$ cat src/rtl/vec_alu_sequencer.sv
// vec_alu_sequencer: issues one vector request to a single combinational
// scalar ALU, one lane per cycle (lane 0 first), gathers per-lane results
// and flags, and returns them as one vector response.
// Optional build macro: VSEQ_SATURATE_EN (saturating signed add, opcode 010).
module vec_alu_sequencer #(
   parameter int N     = 18,
   parameter int LANES = 4
) (
   input  logic                 clk,
   input  logic                 rst,
   input  logic                 req_valid,
   output logic                 req_ready,
   input  logic [2:0]           req_op,
   input  logic [LANES*N-1:0]   req_a,
   input  logic [LANES*N-1:0]   req_b,
   output logic [N-1:0]         alu_a,
   output logic [N-1:0]         alu_b,
   output logic [2:0]           alu_f,
   input  logic [N-1:0]         alu_result,
   input  logic                 alu_neg,
   input  logic                 alu_zero,
   input  logic                 alu_carry,
   input  logic                 alu_ovf,
   output logic                 rsp_valid,
   input  logic                 rsp_ready,
   output logic [LANES*N-1:0]   rsp_result,
   output logic [LANES-1:0]     rsp_neg,
   output logic [LANES-1:0]     rsp_zero,
   output logic [LANES-1:0]     rsp_carry,
   output logic [LANES-1:0]     rsp_ovf,
   output logic                 rsp_all_zero,
   output logic                 rsp_any_ovf,
   output logic                 rsp_err
);

   localparam int KW = (LANES > 1) ? $clog2(LANES) : 1;

   typedef enum logic [1:0] {IDLE, ISSUE, DONE} state_t;

   state_t               state_q, state_d;
   logic [KW-1:0]        k_q, k_d;
   logic [LANES*N-1:0]   a_q, a_d, b_q, b_d;
   logic [LANES*N-1:0]   res_q, res_d;
   logic [LANES-1:0]     neg_q, neg_d, zero_q, zero_d;
   logic [LANES-1:0]     carry_q, carry_d, ovf_q, ovf_d;
   logic                 err_q, err_d;
   logic [N-1:0]         alu_a_q, alu_a_d, alu_b_q, alu_b_d;
   logic [2:0]           alu_f_q, alu_f_d;
   logic [N-1:0]         lane_res;
   logic                 lane_ovf;

   // Per-lane value to capture: ALU output, optionally saturated on signed add overflow
   always_comb begin
      lane_res = alu_result;
      lane_ovf = alu_ovf;
`ifdef VSEQ_SATURATE_EN
      if (alu_f_q == 3'b010 && alu_a_q[N-1] == alu_b_q[N-1] &&
          alu_result[N-1] != alu_a_q[N-1]) begin
         lane_res = alu_a_q[N-1] ? {1'b1, {(N-1){1'b0}}} : {1'b0, {(N-1){1'b1}}};
         lane_ovf = 1'b1;
      end
`endif
   end

   // Next-state: accept in IDLE, one lane per cycle in ISSUE, hold in DONE
   always_comb begin
      state_d = state_q;
      k_d     = k_q;
      a_d     = a_q;
      b_d     = b_q;
      res_d   = res_q;
      neg_d   = neg_q;
      zero_d  = zero_q;
      carry_d = carry_q;
      ovf_d   = ovf_q;
      err_d   = err_q;
      alu_a_d = alu_a_q;
      alu_b_d = alu_b_q;
      alu_f_d = alu_f_q;
      case (state_q)
         IDLE: begin
            if (req_valid) begin
               a_d = req_a;
               b_d = req_b;
               k_d = '0;
               if (req_op > 3'd4) begin
                  // illegal opcode: skip the ALU entirely, answer with an error
                  alu_a_d = '0;
                  alu_b_d = '0;
                  alu_f_d = 3'b000;
                  res_d   = '0;
                  neg_d   = '0;
                  zero_d  = '0;
                  carry_d = '0;
                  ovf_d   = '0;
                  err_d   = 1'b1;
                  state_d = DONE;
               end else begin
                  // lane 0 operands are registered on the accept edge
                  alu_a_d = req_a[N-1:0];
                  alu_b_d = req_b[N-1:0];
                  alu_f_d = req_op;
                  state_d = ISSUE;
               end
            end
         end
         ISSUE: begin
            res_d[int'(k_q)*N +: N] = lane_res;
            neg_d[k_q]   = alu_neg;
            zero_d[k_q]  = alu_zero;
            carry_d[k_q] = alu_carry;
            ovf_d[k_q]   = lane_ovf;
            if (int'(k_q) == LANES-1) begin
               state_d = DONE;
            end else begin
               k_d     = k_q + KW'(1);
               alu_a_d = a_q[int'(k_d)*N +: N];
               alu_b_d = b_q[int'(k_d)*N +: N];
            end
         end
         DONE: begin
            if (rsp_ready) begin
               err_d   = 1'b0;
               state_d = IDLE;
            end
         end
         default: state_d = IDLE;
      endcase
   end

   // State and datapath registers, synchronous reset
   always_ff @(posedge clk) begin
      if (rst) begin
         state_q <= IDLE;
         k_q     <= '0;
         a_q     <= '0;
         b_q     <= '0;
         res_q   <= '0;
         neg_q   <= '0;
         zero_q  <= '0;
         carry_q <= '0;
         ovf_q   <= '0;
         err_q   <= 1'b0;
         alu_a_q <= '0;
         alu_b_q <= '0;
         alu_f_q <= '0;
      end else begin
         state_q <= state_d;
         k_q     <= k_d;
         a_q     <= a_d;
         b_q     <= b_d;
         res_q   <= res_d;
         neg_q   <= neg_d;
         zero_q  <= zero_d;
         carry_q <= carry_d;
         ovf_q   <= ovf_d;
         err_q   <= err_d;
         alu_a_q <= alu_a_d;
         alu_b_q <= alu_b_d;
         alu_f_q <= alu_f_d;
      end
   end

   assign req_ready    = (state_q == IDLE);
   assign rsp_valid    = (state_q == DONE);
   assign alu_a        = alu_a_q;
   assign alu_b        = alu_b_q;
   assign alu_f        = alu_f_q;
   assign rsp_result   = res_q;
   assign rsp_neg      = neg_q;
   assign rsp_zero     = zero_q;
   assign rsp_carry    = carry_q;
   assign rsp_ovf      = ovf_q;
   assign rsp_err      = err_q;
   assign rsp_all_zero = rsp_valid & (&zero_q);
   assign rsp_any_ovf  = rsp_valid & (|ovf_q);

endmodule

$ cat config.mk
export PLATFORM = sky130hd
export DESIGN_NAME = vec_alu_sequencer
export DESIGN_NICKNAME = d
export VERILOG_FILES = /design/src/rtl/vec_alu_sequencer.sv
export SDC_FILE = /design/constraint.sdc
export NUM_CORES = 1
export LEC_CHECK = 0
export CAP_MARGIN = 25
export CORE_MARGIN = 5
export CORE_UTILIZATION = 50
export CTS_CLUSTER_SIZE = 8
export DETAILED_ROUTE_END_ITERATION = 8
export GPL_TIMING_DRIVEN = 1
export PLACE_DENSITY = 0.82
export SKIP_LAST_GASP = 1
export SYNTH_ARGS = -nofsm -noshare
export SYNTH_HDL_FRONTEND = slang
export SYNTH_SLANG_ARGS = --single-unit
export TNS_END_PERCENT = 1
$ cat constraint.sdc
create_clock -name clk -period 3.7 [get_ports clk]
set_clock_uncertainty 0.2 [all_clocks]
set_input_delay 0.74 -clock clk [delete_from_list [all_inputs] [get_ports clk]]
set_output_delay 0.74 -clock clk [all_outputs]
set_load 0.02 [all_outputs]
# [Word level (Yosys, flattened, before mapping)]
# Cells that the tools add are included.
[totals] reg_bits=276 inputBits=173 wordCells=82
[op_classes] add_sub_neg=2 n_mul=2 order_cmp=3 n_eq_ne=8 shift=4 mux=37 bitwise=2 n_reduce_logical=11
[ops] operator="72-bit two-way mux" count=2
[ops] operator="72-bit case mux with 2 select lines" count=1
[ops] operator="18-bit two-way mux" count=6
[ops] operator="72-bit bitwise mux" count=1
[ops] operator="18-bit case mux with 2 select lines" count=2
[ops] operator="18-bit by 33-bit variable shift with 72-bit output (first input constant)" count=1
[ops] operator="18-bit by 33-bit indexed part select with 72-bit output" count=1
[ops] operator="72-bit by 32-bit indexed part select with 18-bit output" count=1
[ops] operator="72-bit by 8-bit indexed part select with 18-bit output" count=1
[ops] operator="7-bit negation with 33-bit output" count=1
[ops] operator="4-bit case mux with 2 select lines" count=4
[ops] operator="4-bit bitwise mux" count=4
[ops] operator="2-bit by 4-bit multiplier with 6-bit output (second input constant)" count=2
[ops] operator="2-bit two-way mux" count=6
[ops] operator="3-bit AND reduction" count=3
[ops] operator="4-bit two-way mux" count=2
[ops] operator="4-bit AND reduction" count=2
[ops] operator="2-bit inequality test (second input constant)" count=3
[ops] operator="2-bit case mux with 3 select lines" count=1
[ops] operator="2-bit by 1-bit == test with 1-bit output (second input constant)" count=2
[ops] operator="1-bit two-way mux" count=4
[ops] operator="2-bit by 1-bit inequality test with 1-bit output (second input constant)" count=2
[ops] operator="2-bit case mux with 2 select lines" count=1
[ops] operator="2-bit nonzero test" count=2
[ops] operator="13 further kinds" count=14

# [Logic depth before layout (Yosys ltp)]
[logic_depth] ltp_word=6 depth_mapped=12 depth_no_buf=6

# [Least setup slack after synthesis]
# Ideal clock, no wire load.
[synth_path] path_type="flip-flop to flip-flop" from="register k_q[0]" to="register alu_a_q[0], in the netlist alu_a[0]" setup_time_ns=0.123 t_arrival_ns=2.547 setup_slack_ns=0.831 path_stages_with_launch=11 path_buffers=5 period_less_slack_ns=2.869 cell_sequence="dfxtp_1 > buf_6 > buf_4 > inv_1 > buf_2 > ha_1 > buf_6 > buf_4 > mux4_2 > a221oi_1 > nor2_1"
[synth_via] elab_chain_cells=5 word_cells_on_any_way=8 cone_classes="add/sub: 1; mul: 1; eq/ne: 2; shift: 1; mux: 2; reduce/logical: 1"
[synth_rtl] element="from (decl)" line_no="41" source="logic [KW-1:0] k_q, k_d;"
[synth_rtl] element="from (signal assigned)" line_no="149" source="k_q <= k_d;"
[synth_rtl] element="2-bit by 1-bit adder with 2-bit output" line_no="116" source="k_d = k_q + KW'(1);"
[synth_rtl] element="2-bit by 4-bit multiplier with 6-bit output" line_no="117" source="alu_a_d = a_q[int'(k_d)*N +: N];"
[synth_rtl] element="72-bit by 32-bit indexed part select with 18-bit output" line_no="117"
[synth_rtl] element="18-bit two-way mux" line_no="113" source="if (int'(k_q) == LANES-1) begin"
[synth_rtl] element="18-bit case mux with 2 select lines" line_no="80" source="case (state_q)"
[synth_rtl] element="to (signal assigned)" line_no="158" source="alu_a_q <= alu_a_d;"
[synth_rtl] element="to (decl)" line_no="47" source="logic [N-1:0] alu_a_q, alu_a_d, alu_b_q, alu_b_d;"
# Parallel ways exist; a longest one is shown, timed or not. The select of a mux whose other input is x is not followed.
# A chain may end at the register's enable or synchronous reset.

# [Worst setup path in the final report]
[layout_path] from="register state_q[0]" to="output rsp_valid"
[layout_via] elab_chain_cells=1
[layout_rtl] element="from (decl)" line_no="40" source="state_t state_q, state_d;"
[layout_rtl] element="from (signal assigned)" line_no="148" source="state_q <= state_d;"
[layout_rtl] element="2-bit == test" line_no="165" source="assign rsp_valid = (state_q == DONE);"
[layout_rtl] element="to (decl)" line_no="24" source="output logic rsp_valid,"
# Every way passes these cells.

==> flow_summary.yaml <==
outcome:
  outcome: "completed"
cells_and_area:
  area_growth_syn_to_layout_pct: 34.2
  drive_above_1_share_pct: 9.02
  layout.nets: 1818
  stdcell_count: 1965
  diodes: 0
  utilization_pct: 68.1
logic_synthesis:
  synthSimpleGateAreaFrac_pct: 17.3
  synthMuxAreaShare_pct: 11.2
  yosys_warnings: 0
  ys_seq_area_share_pct: 44.9
  synth_compound_area_share_pct: 20.4
  netlist_area_um2: 12300
  syn_area_per_cell_um2: 8.89
  async_flop_share_pct: 0
  syn-instance-count: 1384
  synthXorXnorAreaFrac_pct: 0
  syn-num-nets: 1564
  synthAdderAreaFrac_pct: 0.712
  synth_cell_types: 74
  synth_edf_count: 0
  ys.flop_type: "dfxtp_1"
  synth_top_family_by_area: "compound AO/OA/AOI/OAI gates"
  synth_seq_cells: 276
timing:
  setup_viol: 0
  rsz0062_at_grt: "no"
  slew_headroom_pct: 30.4
  max_freq_mhz: 323
  slew_violations: 0
  worst_pin_slew_ps: 1040
  finalHoldViolCount: 0
  period_needed_ps: 3100
  fin_crit_sh_pct: 83.8
  fin_setup_tns_ps: 0
grt:
  grt_pass1_wl_um: 63400
  grt_max_degree: 148
  grt_pass1_vias: 11600
  grt_overflow: 0
  antenna_found_initial: 0
  track_usage_pct: 27.8
worst_setup_path:
  critPathLaunchType: "flip-flop"
  crit_fanout: 19
  worstPathRequired_ps: 2760
  crit_slowest_cell: "dfxtp_1"
  slowest_delay_ps: 670
  r2r_setup_slack_ps: 650
  crit_family: "flip-flops"
  crit_buf_inv: 2
  path_cells: "nand2b_1 -> inv_1 -> clkdlybuf4s50_1"
  end_kind: "primary output"
  cp.arrival_ps: 2160
  crit_type: "flip-flop to primary output"
floorplan:
  fp-row-count: 57
  core_um2: 24200
  dieArea_um2: 27900
  pin_count: 305
  die_w_um: 167
  start_util_pct: 50.8
  dieHeight_um: 167
clock_network:
  clkLatencyLatePin_ps: 520
  path_clk_slew_ps: 50
  hold_buffers: 0
  cts_buffers: 40
  cts_tree: "yes"
  clk_path_buf_depth: 3
  clkSinkCount: 276
  ctsRootBufferMaster: "clkbuf_16"
  htreeDepth: 2
  cts.repair.resized: 0
  postCtsSetupRepairBufs: 0
pwr:
  leakagePower_nw: 5.89
  power_density_nw_per_um2: 485
  worst_ir_drop_vdd_uv: 288
drt:
  ant_nets: 0
  via_per_inst: 5.97
  wl_per_cell_um: 20.8
  drt-pass1-iter-count: 6
  routed_wl_um: 40800
  drc_errors: 0
  drt_iter0_markers: 1241
  vias: 11700
placed_design:
  place_hpwl_um: 27300
  gp_congestion: 0.954
  port_buffers: 304
  place_inst: 1918
min_path:
  hold_path.class: "flip-flop to flip-flop"
flow_run:
  drv_cap: 0
[area by class of cell]
class / count / area (um2)
fillers: 1885 / 7730
multi-input cells: 979 / 6160
flip-flops and latches: 276 / 5530
repair buffers: 329 / 3280
clock buffers: 42 / 1030
well taps: 324 / 405
clock inverters: 3 / 70.1
inverters: 12 / 45.0
[synth_stat cells, drive strengths merged (6+ instances only)]
cell type	instances	share of area, %
clkbuf	42	1.3
inv	12	0.37
buf	75	3.8
nor3	21	0.85
o22ai	11	0.56
ha	7	0.71
nand2	351	11
nor2	61	1.9
a211oi	6	0.51
nand2b	12	0.61
mux2	6	0.58
dfxtp	276	45
a22o	21	1.5
a32oi	7	0.50
o2bb2ai	8	0.57
a221o	6	0.49
nand3b	7	0.43
mux2i	28	2.3
a22oi	6	0.41
a221oi	39	2.9
o21ai	74	3.0
a32o	8	0.65
a21oi	180	7.4
mux4	45	8.3
nand3	15	0.61
[kinds of logic after synthesis]
kind of cell,after synthesis
DFF,276
muxes,79
buffers and inverters,129
adders and majority gates,7
AOI/OAI and AO/OA,390
and+or+nand+nor,503
[flip-flops by register name, indices dropped and copies added, names as in the netlist]
register    cells
a_q            72
b_q            72
rsp_result     72
alu_a          18
alu_b          18
rsp_carry       4
rsp_neg         4
rsp_ovf         4
rsp_zero        4
alu_f           3
k_q             2
state_q         2
rsp_err         1
[cells in the final DEF (no fill, tap or decap), types with 15 or more instances in the layout]
cell	n
nor3_1	21
nor2_1	60
mux2i_1	27
clkdlybuf4s50_1	303
a21oi_1	178
o21ai_0	71
nand3_1	15
mux4_2	42
buf_4	21
a221oi_1	38
a22o_1	21
clkbuf_16	41
dfxtp_1	275
nand2_1	351
[stage by stage]
step / power (mW) / hold slack (ps) / instance area [um2] / setup WS (ps)
after floorplan: 4.15 / 233 / 12300 / 831
after global placement: 4.70 / 239 / 15400 / 642
after detailed placement: 4.73 / 241 / 15400 / 543
after CTS: 8.01 / 251 / 16500 / 587
after global routing: 8.28 / 267 / 16500 / 466
final: 8.01 / 248 / 16500 / 599
[worst paths after layout]
path	start	end	depth (start not counted)
setup / recovery	state_q[0]$_SDFFE_PP0P_	rsp_valid	3
hold / removal	a_q[23]$_SDFFE_PP0P_	a_q[23]$_SDFFE_PP0P_	2
setup reg to reg	k_q[1]$_SDFFE_PP0P_	rsp_result[28]$_SDFFE_PP0P_	6
hold reg to reg	a_q[23]$_SDFFE_PP0P_	a_q[23]$_SDFFE_PP0P_	2
[per-layer routing]
| metal | routed length, um | vias to the layer above | share of wire [%] | global-route usage [%] |
|---|---|---|---|---|
| met1 | 16000 | 5582 | 39 | 35.8 |
| met2 | 19600 | 629 | 48 | 45.4 |
| met3 | 3890 | 94 | 9.5 | 6.99 |
| met4 | 1360 | 0 | 3.3 | 10.4 |
| li1 | - | 5431 | - | - |
| met5 | 0 | - | 0 | 0 |
[power by group]
group	total, mW	switching, mW	internal, mW
Combinational	1.45	0.812	0.635
Sequential	3.27	0.108	3.16
Clock	3.29	1.26	2.03
[worst min-delay path, stage by stage, from the launching register on]
cell and delay (ps):
dfxtp_1 300, nand2_1 50, a21oi_1 50
Note: power is estimated with default switching activity, not from simulation.
